### config.mk
export PLATFORM = sky130hd
export DESIGN_NAME = multi_switch_edge_toggle
export DESIGN_NICKNAME = d
export VERILOG_FILES = /design/src/rtl/sw_pkg.sv /design/src/rtl/switch_debounce_ch.sv /design/src/rtl/multi_switch_edge_toggle.sv
export SDC_FILE = /design/constraint.sdc
export NUM_CORES = 1
export LEC_CHECK = 0
export ABC_AREA = 1
export CAP_MARGIN = 20
export CORE_ASPECT_RATIO = 1.5
export CORE_MARGIN = 5
export CORE_UTILIZATION = 55
export CTS_CLUSTER_DIAMETER = 50
export DETAILED_ROUTE_END_ITERATION = 10
export GPL_ROUTABILITY_DRIVEN = 0
export PLACE_DENSITY = 0.76
export SYNTH_ARGS = -nofsm -noshare
export SYNTH_HDL_FRONTEND = slang
export SYNTH_HIERARCHICAL = 1
export SYNTH_SLANG_ARGS = --single-unit
export TNS_END_PERCENT = 1
### constraint.sdc
create_clock -name i_Clk -period 1.8 [get_ports i_Clk]
set_input_delay 0.36 -clock i_Clk [delete_from_list [all_inputs] [get_ports i_Clk]]
set_output_delay 0.36 -clock i_Clk [all_outputs]
set_load 0.05 [all_outputs]
### src/rtl/sw_pkg.sv
// rtl/sw_pkg.sv - shared constants for the multi-channel switch front end
package sw_pkg;

  localparam int EDGE_FALL = 0;
  localparam int EDGE_RISE = 1;
  localparam int EDGE_BOTH = 2;

  localparam int DEBOUNCE_10MS_25MHZ = 250000;

endpackage

### src/rtl/switch_debounce_ch.sv
// rtl/switch_debounce_ch.sv - one channel: 2-flop synchroniser, debounce filter, selected-edge detect
module switch_debounce_ch
  import sw_pkg::*;
#(
  parameter int DEBOUNCE_LIMIT = DEBOUNCE_10MS_25MHZ,
  parameter int EDGE_MODE      = EDGE_FALL
) (
  input  logic i_Clk,
  input  logic i_Rst_L,
  input  logic i_Switch,
  output logic o_Level,
  output logic o_Edge
);

  localparam int CW = $clog2(DEBOUNCE_LIMIT);
  localparam logic [CW-1:0] LAST = CW'(DEBOUNCE_LIMIT - 1);

  logic          sync_1;
  logic          sync_2;
  logic          prev_level;
  logic [CW-1:0] stable_cnt;
  logic          rise;
  logic          fall;

  always_ff @(posedge i_Clk or negedge i_Rst_L) begin
    if (!i_Rst_L) begin
      sync_1     <= 1'b0;
      sync_2     <= 1'b0;
      o_Level    <= 1'b0;
      prev_level <= 1'b0;
      stable_cnt <= '0;
    end else begin
      sync_1     <= i_Switch;
      sync_2     <= sync_1;
      prev_level <= o_Level;
      // Any sample that agrees with the accepted level restarts the stability window.
      if (sync_2 == o_Level) begin
        stable_cnt <= '0;
      end else if (stable_cnt == LAST) begin
        o_Level    <= sync_2;
        stable_cnt <= '0;
      end else begin
        stable_cnt <= stable_cnt + 1'b1;
      end
    end
  end

  assign rise = o_Level & ~prev_level;
  assign fall = ~o_Level & prev_level;

  always_comb begin
    o_Edge = 1'b0;
    case (EDGE_MODE)
      EDGE_FALL: o_Edge = fall;
      EDGE_RISE: o_Edge = rise;
      EDGE_BOTH: o_Edge = rise | fall;
      default:   o_Edge = 1'b0;
    endcase
  end

endmodule

### src/rtl/multi_switch_edge_toggle.sv
// rtl/multi_switch_edge_toggle.sv - N-channel debounced switch front end with toggle, pulse and event count
module multi_switch_edge_toggle
  import sw_pkg::*;
#(
  parameter int NUM_CH         = 4,
  parameter int DEBOUNCE_LIMIT = DEBOUNCE_10MS_25MHZ,
  parameter int EDGE_MODE      = EDGE_FALL,
  parameter int CNT_W          = 8
) (
  input  logic                      i_Clk,
  input  logic                      i_Rst_L,
  input  logic [NUM_CH-1:0]         i_Switch,
  input  logic [NUM_CH-1:0]         i_Clear,
  output logic [NUM_CH-1:0]         o_Level,
  output logic [NUM_CH-1:0]         o_Toggle,
  output logic [NUM_CH-1:0]         o_Pulse,
  output logic [NUM_CH*CNT_W-1:0]   o_Count,
  output logic                      o_Any
);

  if (EDGE_MODE > EDGE_BOTH || DEBOUNCE_LIMIT < 2 || NUM_CH < 1 || NUM_CH > 8) begin : g_bad_param
    $error("multi_switch_edge_toggle: illegal EDGE_MODE, DEBOUNCE_LIMIT or NUM_CH");
  end

  logic [NUM_CH-1:0] sel_edge;

  for (genvar k = 0; k < NUM_CH; k++) begin : g_ch
    switch_debounce_ch #(
      .DEBOUNCE_LIMIT (DEBOUNCE_LIMIT),
      .EDGE_MODE      (EDGE_MODE)
    ) u_ch (
      .i_Clk    (i_Clk),
      .i_Rst_L  (i_Rst_L),
      .i_Switch (i_Switch[k]),
      .o_Level  (o_Level[k]),
      .o_Edge   (sel_edge[k])
    );
  end

  // Pulse, toggle, count and o_Any all update on the same edge; clear beats a coincident edge.
  always_ff @(posedge i_Clk or negedge i_Rst_L) begin
    if (!i_Rst_L) begin
      o_Pulse  <= '0;
      o_Toggle <= '0;
      o_Count  <= '0;
      o_Any    <= 1'b0;
    end else begin
      o_Pulse <= sel_edge;
      o_Any   <= |sel_edge;
      for (int k = 0; k < NUM_CH; k++) begin
        if (i_Clear[k]) begin
          o_Toggle[k]                <= 1'b0;
          o_Count[k*CNT_W +: CNT_W]  <= '0;
        end else if (sel_edge[k]) begin
          o_Toggle[k]                <= ~o_Toggle[k];
          o_Count[k*CNT_W +: CNT_W]  <= o_Count[k*CNT_W +: CNT_W] + 1'b1;
        end
      end
    end
  end

endmodule

# Word level (Yosys, flattened, before mapping)
# Cells that the tools add are included.
# Widths: inputs -> output; s select.
# classes
add_sub_neg,8
eq_ne,8
n_mux,24
n_bitwise,16
n_reduce_logical,9
# op_table
operator,count
$mux 18,8
$add 18x1->18 const B,4
$eq 18x18->1 const B,4
$mux 8,8
$add 8x1->8 const B,4
$not 1->1,12
$mux 1,8
$reduce_and 2->1,4
$reduce_bool 2->1,4
$and 1x1->1,4
$eq 1x1->1,4
$reduce_or 4->1,1
# word_totals
register_bits,129
input_bits,10

# Longest topological paths before layout
# depth
depth_word,4
depth_mapped,9

# By module
# Netlist, hierarchy kept.
# by_module_without_submodules
mod,instances,cells_each,area_per_inst_um2,seq_area_each_um2
switch_debounce_ch,4,142,1147.4,550.5
multi_switch_edge_toggle,1,227,1930.6,1026.0

# Worst setup path before layout
# Ideal clock, no wire load.
# synth_timing
kind,register to register
startpoint,reg g_ch[2].u_ch.o_Level
endpoint,reg o_Count[21]
arrival_time_ps,1451
required_ps,1683
setup_slack_ps,232
stages_incl_launch_ff,7
period_less_slack_ps,1568
cell_sequence,dfrtp_1 nor2_1 nor2_2 nor2_4 nand2_1 nor2_1 nor2_1
# synth_via
elab_chain_len,3
# synth_rtl
element,line_no,rtl
start: declaration,switch_debounce_ch.sv:11,"output logic o_Level,"
start signal: assignment,switch_debounce_ch.sv:40,o_Level <= sync_2;
$not 1->1,switch_debounce_ch.sv:49,assign fall = ~o_Level & prev_level;
$and 1x1->1,switch_debounce_ch.sv:49,
via sel_edge[2],multi_switch_edge_toggle.sv:25,logic [NUM_CH-1:0] sel_edge;
$reduce_bool 2->1 (no line),n/a,
end signal: indexed assignment,multi_switch_edge_toggle.sv:56,o_Count[k*CNT_W +: CNT_W] <= o_Count[k*CNT_W +: CNT_W] + 1'b1;
end: declaration,multi_switch_edge_toggle.sv:17,"output logic [NUM_CH*CNT_W-1:0] o_Count,"
# The timed path passes the listed nets, and every way through them passes these cells.
# A chain may end at the register's enable or synchronous reset.

# Worst setup path in the final report
# layout_timing
startpoint,reg g_ch[1].u_ch.o_Level
endpoint,out o_Level[1]
# layout_rtl
element,line_no,rtl
start: declaration,switch_debounce_ch.sv:11,
start signal: assignment,switch_debounce_ch.sv:40,
end: declaration,multi_switch_edge_toggle.sv:14,"output logic [NUM_CH-1:0] o_Level,"
# No word-level cell between the ends.

==> flow_summary.json <==
{
  "h-tree-depth": 4,
  "holdWs_ps": 346.7,
  "drt_iter0_markers": 296,
  "cts-hold-fix-buffers": 1,
  "endpoint_kind": "output pin",
  "antenna_cells": 0,
  "power_leakage_uw": 0.003730,
  "layout-drive-gt1-share_pct": 16.72,
  "grt_max_degree": 54,
  "synth.largest_area_cell": "dfrtp_1",
  "syn_avg_cell_area_um2": 8.201,
  "clkLatencyLatePin_ps": 410,
  "worstSetupPathType": "register to output pin",
  "synth_most_common_cell": "nor2_1",
  "cp_data_required_time_ps": 1440,
  "initial_core_util_pct": 56.25,
  "ys_types": 24,
  "grt_first_pass_wirelength_um": 23560,
  "drt-total-wl_um": 13740,
  "pin_count": 55,
  "port_buffers": 54,
  "coreArea_um2": 11590,
  "post_drt_via_cell_ratio": 5.119,
  "dpl.hpwl_um": 9901,
  "postRouteAntennaNets": 0,
  "hold_viol": 0,
  "synthTopCellsByCount": "nor2_1 (172), nand2_1 (140), dfrtp_1 (129), inv_1 (100), nand3_1 (58)",
  "crit_buf_inv": 1,
  "ys_async_sr_fraction_pct": 100.0,
  "skew_ps": 8.661,
  "slew_headroom_pct": 69.65,
  "crit_path_start_kind": "register",
  "grt-ovfl-total": 0,
  "grt_pass1_vias": 5345,
  "syn_area_um2": 6520,
  "core.rowCount": 48,
  "cp_num_cells": 1,
  "drv_slew": 0,
  "dr.pass1.iters": 5,
  "power.total_uw": 6763,
  "ys_seq_area_share_pct": 49.51,
  "cts_resized": 0,
  "area_growth_pct": 20.53,
  "status": "completed",
  "cts_tree": "built",
  "maxCapViolCount": 0,
  "cp_slowest_cell": "dfrtp_1",
  "worstMarginPinSlew_ps": 453.5,
  "fmax_mhz": 652.7,
  "setup_tns_ps": 0,
  "setup_violations": 0,
  "cp_cell_sequence": "buf_4",
  "yosysWarnings": 6,
  "crit_arrival_ps": 1170,
  "irDropWorstVdd_uv": 642.3,
  "grt_setup_unrepaired": "false",
  "cp_max_fo": 5,
  "grt.total_usage_pct": 20.50,
  "dr_total_vias": 5329,
  "clk_path_buf_depth": 2,
  "cellPowerDensity_nw_per_um2": 860.6,
  "die_w_um": 98.90,
  "grt_antenna_before_repair": 0,
  "cts.sinks": 129,
  "synth_top_area_share_pct": 49.51,
  "synth_area_leaders": "dfrtp_1 (50%), nor2_1 (9.9%), nand2_1 (8.1%), inv_1 (5.8%), nand3_1 (4.5%)",
  "drc": 0,
  "wl_per_cell_um": 13.20,
  "synth_top_flop_cell": "dfrtp_1",
  "path_delay_family": "flip-flops",
  "syn_nets": 813,
  "synth_cells": 795,
  "layout_min_cycle_time_ps": 1532,
  "die-height_um": 143.4,
  "min_path_type": "register to register",
  "cts_buffers": 17,
  "period_share_pct": 85.12,
  "synth-edff-count": 0,
  "fin_nets": 896,
  "hold_depth": 0,
  "synth_seq_cells": 129,
  "die-area_um2": 14180,
  "cp_slowest_stage_delay_ps": 500,
  "path_clk_slew_ps": 50,
  "rr_worst_depth": 7,
  "root_buffer": "clkbuf_16",
  "cts_setup_buffers": 0
}
[power by group]
| part | total [uW] | switching, uW | internal (uW) | leakage [uW] |
|---|---|---|---|---|
| sequential | 2970 | 32.9 | 2930 | 0.00177 |
| clock | 3580 | 1200 | 2380 | 0.000303 |
| combinational | 219 | 146 | 73.1 | 0.00165 |
| total | 6760 | 1380 | 5380 | 0.00373 |
[cell usage in the layout, fill, tap and decap left out, drive strengths merged]
cell,instances
xor2,28
clkbuf,21
a31oi,4
buf,56
o21bai,3
nor3b,4
dfrtp,129
bufinv,4
nor2,199
a21oi,39
clkinv,5
nand2,156
nand4,10
xnor2,16
inv,108
o21ai,14
dlygate4sd3,1
ha,8
nand3,66
clkdlybuf4s50,8
nor3,10
clkinvlp,2
[area by class of cell]
type / instances / area [um2]
Fill cell: 858 / 3732
Sequential cell: 129 / 3228
Multi-Input combinational cell: 557 / 2882
Timing Repair Buffer: 65 / 535.5
Clock buffer: 21 / 460.4
Inverter: 108 / 405.4
Tap cell: 150 / 187.7
Clock inverter: 11 / 160.2
[worst register-to-register path, delay by kind of cell (launching register included)]
| family | cells | cell delay [ps] |
|---|---|---|
| and+or+nand+nor | 4 | 680 |
| buffers and inverters | 2 | 190 |
| AOI/OAI and AO/OA | 1 | 160 |
| DFF | 1 | 440 |
[path summary, 6_finish.rpt]
kind / startpoint / endpoint / slack [ps]
hold / removal: g_ch[3].u_ch/sync_1 / g_ch[3].u_ch/sync_2 / 350
min in group asynchronous: i_Rst_L / o_Count[22] / 440
setup / recovery: g_ch[1].u_ch/o_Level / o_Level[1] / 270
max in group asynchronous: i_Rst_L / g_ch[2].u_ch/stable_cnt[2] / 730
setup reg to reg: g_ch[3].u_ch/o_Level / o_Count[28] / 270
hold reg to reg: g_ch[3].u_ch/sync_1 / g_ch[3].u_ch/sync_2 / 350
[routing by layer]
| layer | track usage (%) | share of wire [%] | up-vias |
|---|---|---|---|
| li1 | - | - | 2660 |
| met4 | 7.266 | 2.1 | 0 |
| met5 | 0 | 0 | - |
| met2 | 38.53 | 56 | 108 |
| met3 | 5.828 | 3.9 | 22 |
| met1 | 21.65 | 38 | 2539 |
[flip-flops by register name, summed over array words and instances (netlist names)]
name and count:
g_ch.u_ch/sync_2 4, g_ch.u_ch/stable_cnt 72, g_ch.u_ch/sync_1 4, g_ch.u_ch/o_Level 4
o_Pulse 4, o_Any 1, o_Toggle 4, g_ch.u_ch/prev_level 4
o_Count 32
[cell families after synthesis]
family / count (synthesis) / synth area share, %
and+or+nand+nor: 445 / 31.49
DFF: 129 / 49.51
buffers and inverters: 109 / 6.294
AOI/OAI and AO/OA: 60 / 4.798
xor gates and xnor gates: 44 / 6.371
adders and majority gates: 8 / 1.535
[per-stage QoR]
step / utilization (%) / setup WS [ps] / cell area [um2] / std cells
after floorplan: - / 232.2 / 6520 / 795
after global placement: 62.36 / 291.6 / 7228 / 1008
after detailed placement: 62.36 / 201.9 / 7228 / 1008
after CTS: 67.80 / 246.8 / 7859 / 1041
after global routing: 67.80 / 115.6 / 7859 / 1041
final: 67.80 / 267.9 / 7859 / 1041
Note: power is estimated with default switching activity, not from simulation.
